<file path="config.mk">
export PLATFORM = sky130hd
export DESIGN_NAME = fft_twiddle_issuer
export DESIGN_NICKNAME = d
export VERILOG_FILES = /design/src/rtl/fft_pkg.sv /design/src/rtl/fft_issuer_fifo.sv /design/src/rtl/fft_twiddle_issuer.sv
export SDC_FILE = /design/constraint.sdc
export NUM_CORES = 1
export LEC_CHECK = 0
export BUFFER_PORTS_ARGS = -buffer_cell sky130_fd_sc_hd__buf_2
export CAP_MARGIN = 20
export CELL_PAD_IN_SITES_DETAIL_PLACEMENT = 0
export CELL_PAD_IN_SITES_GLOBAL_PLACEMENT = 1
export CORE_MARGIN = 4
export CORE_UTILIZATION = 38
export CTS_CLUSTER_SIZE = 28
export DETAILED_ROUTE_END_ITERATION = 10
export GPL_ROUTABILITY_DRIVEN = 0
export GPL_TIMING_DRIVEN = 1
export PLACE_DENSITY_LB_ADDON = 0.1
export RECOVER_POWER = 50
export SYNTH_ARGS = -nofsm -noshare
export SYNTH_HDL_FRONTEND = slang
export SYNTH_SLANG_ARGS = --single-unit
export TNS_END_PERCENT = 20
</file>
<file path="constraint.sdc">
create_clock -name clk -period 11.39 [get_ports clk]
set_clock_uncertainty 0.15 [all_clocks]
set_input_delay 0.5695 -clock clk [delete_from_list [all_inputs] [get_ports clk]]
set_output_delay 0.5695 -clock clk [all_outputs]
set_load 0.01 [all_outputs]
</file>
<file path="src/rtl/fft_pkg.sv">
// fft_pkg: issuer state encoding and counter width helper
package fft_pkg;
    typedef enum logic [1:0] {IDLE, RUN, DRAIN} state_t;
    function automatic int cnt_width(input int n);
        return (n <= 2) ? 1 : $clog2(n);
    endfunction
endpackage

</file>
<file path="src/rtl/fft_issuer_fifo.sv">
// fft_issuer_fifo: synchronous result FIFO with occupancy count, full and empty flags
module fft_issuer_fifo
    import fft_pkg::*;
#(
    parameter int WIDTH = 33,
    parameter int DEPTH = 8
)(
    input  logic                            clk,
    input  logic                            reset,
    input  logic                            i_push,
    input  logic [WIDTH-1:0]                i_data,
    input  logic                            i_pop,
    output logic [WIDTH-1:0]                o_data,
    output logic [cnt_width(DEPTH+1)-1:0]   o_count,
    output logic                            o_full,
    output logic                            o_empty
);
    localparam int PW = cnt_width(DEPTH);
    localparam int CW = cnt_width(DEPTH + 1);

    logic [WIDTH-1:0] r_mem [DEPTH];
    logic [PW-1:0]    r_wr;
    logic [PW-1:0]    r_rd;
    logic [CW-1:0]    r_count;
    logic             w_pop;

    assign o_count = r_count;
    assign o_empty = r_count == '0;
    assign o_full  = r_count == CW'(DEPTH);
    assign o_data  = r_mem[r_rd];
    assign w_pop   = i_pop && !o_empty;

    always_ff @(posedge clk) begin
        if (i_push) r_mem[r_wr] <= i_data;
    end

    always_ff @(posedge clk or posedge reset) begin
        if (reset) begin
            r_wr    <= '0;
            r_rd    <= '0;
            r_count <= '0;
        end else begin
            if (i_push) r_wr <= (r_wr == PW'(DEPTH - 1)) ? '0 : r_wr + PW'(1);
            if (w_pop) r_rd <= (r_rd == PW'(DEPTH - 1)) ? '0 : r_rd + PW'(1);
            r_count <= r_count + CW'(i_push) - CW'(w_pop);
        end
    end
endmodule

</file>
<file path="src/rtl/fft_twiddle_issuer.sv">
// fft_twiddle_issuer: issues frame samples with twiddle indices to a multiplier and buffers results in order; FFT_ISSUER_LAST_CHECK_EN adds err_frame
module fft_twiddle_issuer
    import fft_pkg::*;
#(
    parameter int SIZE_DATA_FI  = 4,
    parameter int DATA_FFT_SIZE = 16,
    parameter int MULT_LATENCY  = 4,
    parameter int FIFO_DEPTH    = 8
)(
    input  logic                     clk,
    input  logic                     reset,
    input  logic [3:0]               stage,
    input  logic                     s_valid,
    output logic                     s_ready,
    input  logic [DATA_FFT_SIZE-1:0] s_data_i,
    input  logic [DATA_FFT_SIZE-1:0] s_data_q,
    input  logic                     s_last,
    output logic                     mul_en,
    output logic [DATA_FFT_SIZE-1:0] mul_data_i,
    output logic [DATA_FFT_SIZE-1:0] mul_data_q,
    output logic [15:0]              mul_fi_deg,
    input  logic                     mul_valid,
    input  logic [DATA_FFT_SIZE-1:0] mul_res_i,
    input  logic [DATA_FFT_SIZE-1:0] mul_res_q,
    output logic                     m_valid,
    input  logic                     m_ready,
    output logic [DATA_FFT_SIZE-1:0] m_data_i,
    output logic [DATA_FFT_SIZE-1:0] m_data_q,
    output logic                     m_last,
    output logic                     busy
`ifdef FFT_ISSUER_LAST_CHECK_EN
    ,
    output logic                     err_frame
`endif
);
    localparam int HALF = 2 ** (SIZE_DATA_FI - 1);
    localparam int KW   = SIZE_DATA_FI - 1;
    localparam int CW   = cnt_width(FIFO_DEPTH + 1);
    localparam int UW   = CW + 2;
    localparam int IW   = cnt_width(MULT_LATENCY + 1);
    localparam int FW   = 2 * DATA_FFT_SIZE + 1;

    state_t                  r_state;
    state_t                  w_next;
    logic [KW-1:0]           r_k;
    logic [3:0]              r_stage;
    logic [CW-1:0]           r_in_flight;
    logic [MULT_LATENCY-1:0] r_last_sr;
    logic [IW-1:0]           r_ign;
    logic                    r_mul_last;
    logic                    w_hs;
    logic                    w_k_last;
    logic                    w_res_valid;
    logic                    w_fifo_empty;
    logic                    w_fifo_full;
    logic [CW-1:0]           w_fifo_count;
    logic [UW-1:0]           w_used;
    logic [15:0]             w_fi;
    logic [FW-1:0]           w_fifo_out;

    assign w_k_last    = r_k == KW'(HALF - 1);
    assign w_hs        = s_valid && s_ready;
    assign w_res_valid = mul_valid && (r_ign == '0);
    assign w_fi        = 16'((32'(r_k) << r_stage) & 32'(HALF - 1));
    // the sample registered for issue this cycle already owns a FIFO slot
    assign w_used      = UW'(r_in_flight) + UW'(w_fifo_count) + UW'(mul_en);
    assign s_ready     = (r_state == RUN) && (w_used < UW'(FIFO_DEPTH)) && !w_fifo_full;
    assign busy        = r_state != IDLE;

    always_comb begin
        w_next = r_state;
        case (r_state)
            IDLE:    w_next = s_valid ? RUN : IDLE;
            RUN:     w_next = (w_hs && w_k_last) ? DRAIN : RUN;
            DRAIN:   w_next = (r_in_flight == '0 && w_fifo_empty && !mul_en) ? IDLE : DRAIN;
            default: w_next = IDLE;
        endcase
    end

    // r_ign masks late multiplier strobes from work issued before a reset
    always_ff @(posedge clk or posedge reset) begin
        if (reset) begin
            r_state     <= IDLE;
            r_k         <= '0;
            r_stage     <= '0;
            r_in_flight <= '0;
            r_last_sr   <= '0;
            r_ign       <= IW'(MULT_LATENCY);
            r_mul_last  <= 1'b0;
            mul_en      <= 1'b0;
            mul_data_i  <= '0;
            mul_data_q  <= '0;
            mul_fi_deg  <= '0;
        end else begin
            r_state <= w_next;
            if (r_state == IDLE && s_valid) r_stage <= stage;
            if (w_hs) r_k <= w_k_last ? '0 : r_k + KW'(1);
            mul_en <= w_hs;
            if (w_hs) begin
                mul_data_i <= s_data_i;
                mul_data_q <= s_data_q;
                mul_fi_deg <= w_fi;
                r_mul_last <= w_k_last;
            end
            r_in_flight <= r_in_flight + CW'(mul_en) - CW'(w_res_valid);
            r_last_sr   <= (r_last_sr << 1) | MULT_LATENCY'(mul_en && r_mul_last);
            if (r_ign != '0) r_ign <= r_ign - IW'(1);
        end
    end

    fft_issuer_fifo #(
        .WIDTH(FW),
        .DEPTH(FIFO_DEPTH)
    ) u_fifo (
        .clk    (clk),
        .reset  (reset),
        .i_push (w_res_valid),
        .i_data ({r_last_sr[MULT_LATENCY-1], mul_res_i, mul_res_q}),
        .i_pop  (m_ready),
        .o_data (w_fifo_out),
        .o_count(w_fifo_count),
        .o_full (w_fifo_full),
        .o_empty(w_fifo_empty)
    );

    assign m_valid  = !w_fifo_empty;
    assign m_data_i = w_fifo_out[FW-2:DATA_FFT_SIZE];
    assign m_data_q = w_fifo_out[DATA_FFT_SIZE-1:0];
    assign m_last   = w_fifo_out[FW-1] && !w_fifo_empty;

`ifdef FFT_ISSUER_LAST_CHECK_EN
    always_ff @(posedge clk or posedge reset) begin
        if (reset) err_frame <= 1'b0;
        else if (w_hs && (s_last != w_k_last)) err_frame <= 1'b1;
    end
`else
    logic w_unused_last;
    assign w_unused_last = s_last;
`endif
endmodule

</file>
==> run_results.csv <==
group,metric,value,unit
sta,timing.final.crit_period,4.250,ns
yosys,synthTopCellsByArea,"edfxtp_1, dfrtp_1, mux4_2",
global_routing,grt_max_degree,69,
final_layout,syn2layout_area_growth,16.79,%
detailed_routing,detail_route.first_pass.iterations,4,
sta,rsz0062_at_grt,"no",
yosys,ys_async_sr_fraction,20.24,%
setup_path,path_max_fanout,67,
clocking,path_clk_slew,0.06,ns
clocking,ctsHtreeMaxLevel,2,
clocking,tritoncts,"done",
min_path,hp-class,"in2reg",
detailed_routing,drt-total-wl,26.74,mm
global_routing,grt_pass1_wl,41.51,mm
global_routing,grtUsageTotal,14.08,%
floorplan,io_pins,159,
detailed_routing,vias,6314,
clocking,cts_sinks,331,
final_layout,layout-drive-gt1-share,37.36,%
yosys,synth_top_flop_cell,"edfxtp_1",
sta,fmax,235.3,MHz
detailed_routing,drtIter0Drc,333,
detailed_routing,remaining_drc_errors,0,
floorplan,start_util,38.62,%
floorplan,die_area,38260,µm²
clocking,cts-root-buf,"clkbuf_16",
final_layout,fill_cells,2987,
floorplan,placementRows,68,
clocking,clock_latency,0.51,ns
clocking,cts_buffers,37,
floorplan,die_h,195.6,µm
clocking,post_cts_resized,0,
clocking,cts_buffer_depth,3,
setup_path,start_kind,"input port",
global_routing,first_global_vias,6986,
final_layout,fin_nets,898,
yosys,synth_xor_area_share,0.3275,%
final_layout,layout.cells.non_filler,1282,
setup_path,arrival,3.33,ns
sta,hold_violations,0,
sta,setup_viol,0,
yosys,ys_ff_latch,331,
job,drv_cap,1,
yosys,synth_fa_ha_area_share,2.451,%
setup_path,critPathRequiredTime,10.47,ns
power_and_ir_drop,vdd_drop_max,0.1344,mV
placed_design,place_hpwl,15.54,mm
placed_design,portBuffers,144,
global_routing,grt_overflow_total,0,
status,violations,"max-capacitance violations, max-slew violations",
clocking,post_cts_buffers,0,
detailed_routing,via_per_inst,4.925,
sta,tightest_slew,3.684,ns
yosys,synthMuxAreaShare,19.57,%
yosys,synth_top_area_share,59.28,%
power_and_ir_drop,power.density,262.4,nW/µm²
yosys,synth_top_family_by_area,"multiplexers",
yosys,yosys.area_share.simple,1.984,%
yosys,synth_edf_count,264,
yosys,synthCells,625,
yosys,netlist_area,13370,µm²
sta,finalMaxSlewViolations,68,
yosys,avgSynthCellArea,21.40,µm²
detailed_routing,post_drt_wl_per_cell,20.86,µm
detailed_routing,ant_nets,0,
yosys,yosys_warnings,0,
yosys,ys_top_cells_by_count,"edfxtp_1, dfrtp_1, mux4_2, mux2_4, ha_1",
setup_path,path_class,"in2async",
yosys,synth-compound-area-share,0.7953,%
power_and_ir_drop,p_leak,5.691,nW
floorplan,core,34630,µm²
status,status,"finished with violations",
yosys,synth.most_common_cell,"edfxtp_1",
sta,tns,0,ns
yosys,yosys.area.top_type,"edfxtp_1",
placed_design,place_inst,1215,
yosys,seq_area_frac_synth,71.83,%
floorplan,die_width,195.6,µm
final_layout,diodes,0,
yosys,synth_cell_types,46,
sta,period_share,37.31,%
global_routing,antenna_found_initial,1,
clocking,cts_hold_buf,0,
setup_path,end_kind,"async pin",
sta,slew_headroom,-145.6,%
## metrics by stage
stage	power (mW)	utilization (%)	worst slack (ns)	instance area (µm²)	hold slack, ns
detailed placement	3.085	42.05	7.853	14560	0.1847
global route	4.351	45.10	6.120	15620	0.1192
floorplan	2.693	-	6.476	13420	0.1812
global placement	3.052	42.05	7.843	14560	0.1905
CTS	4.207	45.32	7.297	15690	0.1150
finish	4.097	45.10	7.140	15620	0.1380
## logic make-up (layout without fill, tap and decap cells)
logic type	count (synthesis)	in the layout
AO/OA/AOI/OAI	15	15
XOR/XNOR	5	5
adder cells (fa/ha/maj)	25	25
buffers and inverters	59	249
flip-flops	331	331
multiplexers	147	147
other	1	13
AND/OR/NAND/NOR	42	42
## sequential cells by signal (all words and copies together) (netlist names), 2 cells and up
signal and flops:
mul_data_i 16, mul_data_q 16, mul_fi_deg 3, r_ign 3
r_in_flight 4, r_k 3, r_last_sr 4, r_stage 4
r_state 2, u_fifo.o_count 4, u_fifo.r_mem 264, u_fifo.r_rd 3
u_fifo.r_wr 3
## critical path: stages
cell and delay [ns]:
buf_2 0.09, inv_1 0.04, clkbuf_1 2.57
## where the power goes
part / switching [mW] / total [mW] / leakage [nW] / internal [mW]
logic: 0.571 / 1.26 / 1.91 / 0.694
registers: 0.197 / 1.74 / 3.21 / 1.54
clock network: 0.448 / 1.10 / 0.564 / 0.648
total: 1.22 / 4.10 / 5.69 / 2.88
## cells in the final DEF, fill, tap and decap left out, drive strengths merged, types with 6 or more instances in the layout
cell type and count:
edfxtp 264, clkbuf 105, buf 101, mux2 76, dfrtp 66, mux4 66, inv 24, ha 23
clkinv 17, conb 13, nor2 9, nor3 7, nand2b 6, nand2 6
## cell type report
| class | count | area (µm²) | share of cell area [%] |
|---|---|---|---|
| Timing Repair Buffer | 159 | 758.2 | 4.855 |
| Multi-Input combinational cell | 247 | 3458 | 22.14 |
| Tap cell | 455 | 569.3 | 3.645 |
| Clock inverter | 20 | 125.1 | 0.8012 |
| Inverter | 23 | 86.33 | 0.5528 |
| Clock buffer | 47 | 1006 | 6.441 |
| Sequential cell | 331 | 9614 | 61.56 |
## metal layers
layer	share of wire, %	wire length (µm)	track usage, %	vias up
met5	0.049	13	0	-
met4	1.9	503	3.595	2
met3	4.5	1193	2.864	41
met2	53	14080	24.42	123
met1	41	10950	18.22	3328
li1	-	-	-	2820
## path summary, 6_finish.rpt
path                       cells past startpoint  slack, ns                   to           start
min in group asynchronous                      3       1.33        mul_data_q[3]           reset
hold reg to reg                                0       0.20         r_last_sr[3]    r_last_sr[2]
max in group clk                               4       7.49          m_data_q[1]  u_fifo.r_rd[0]
setup reg to reg                               6       8.15  u_fifo.r_mem[2][21]        r_ign[0]
setup / recovery                               3       7.14       u_fifo.r_rd[0]           reset
hold / removal                                 2       0.14       mul_data_i[15]    s_data_i[15]
Power figures use the tool's default switching activity.
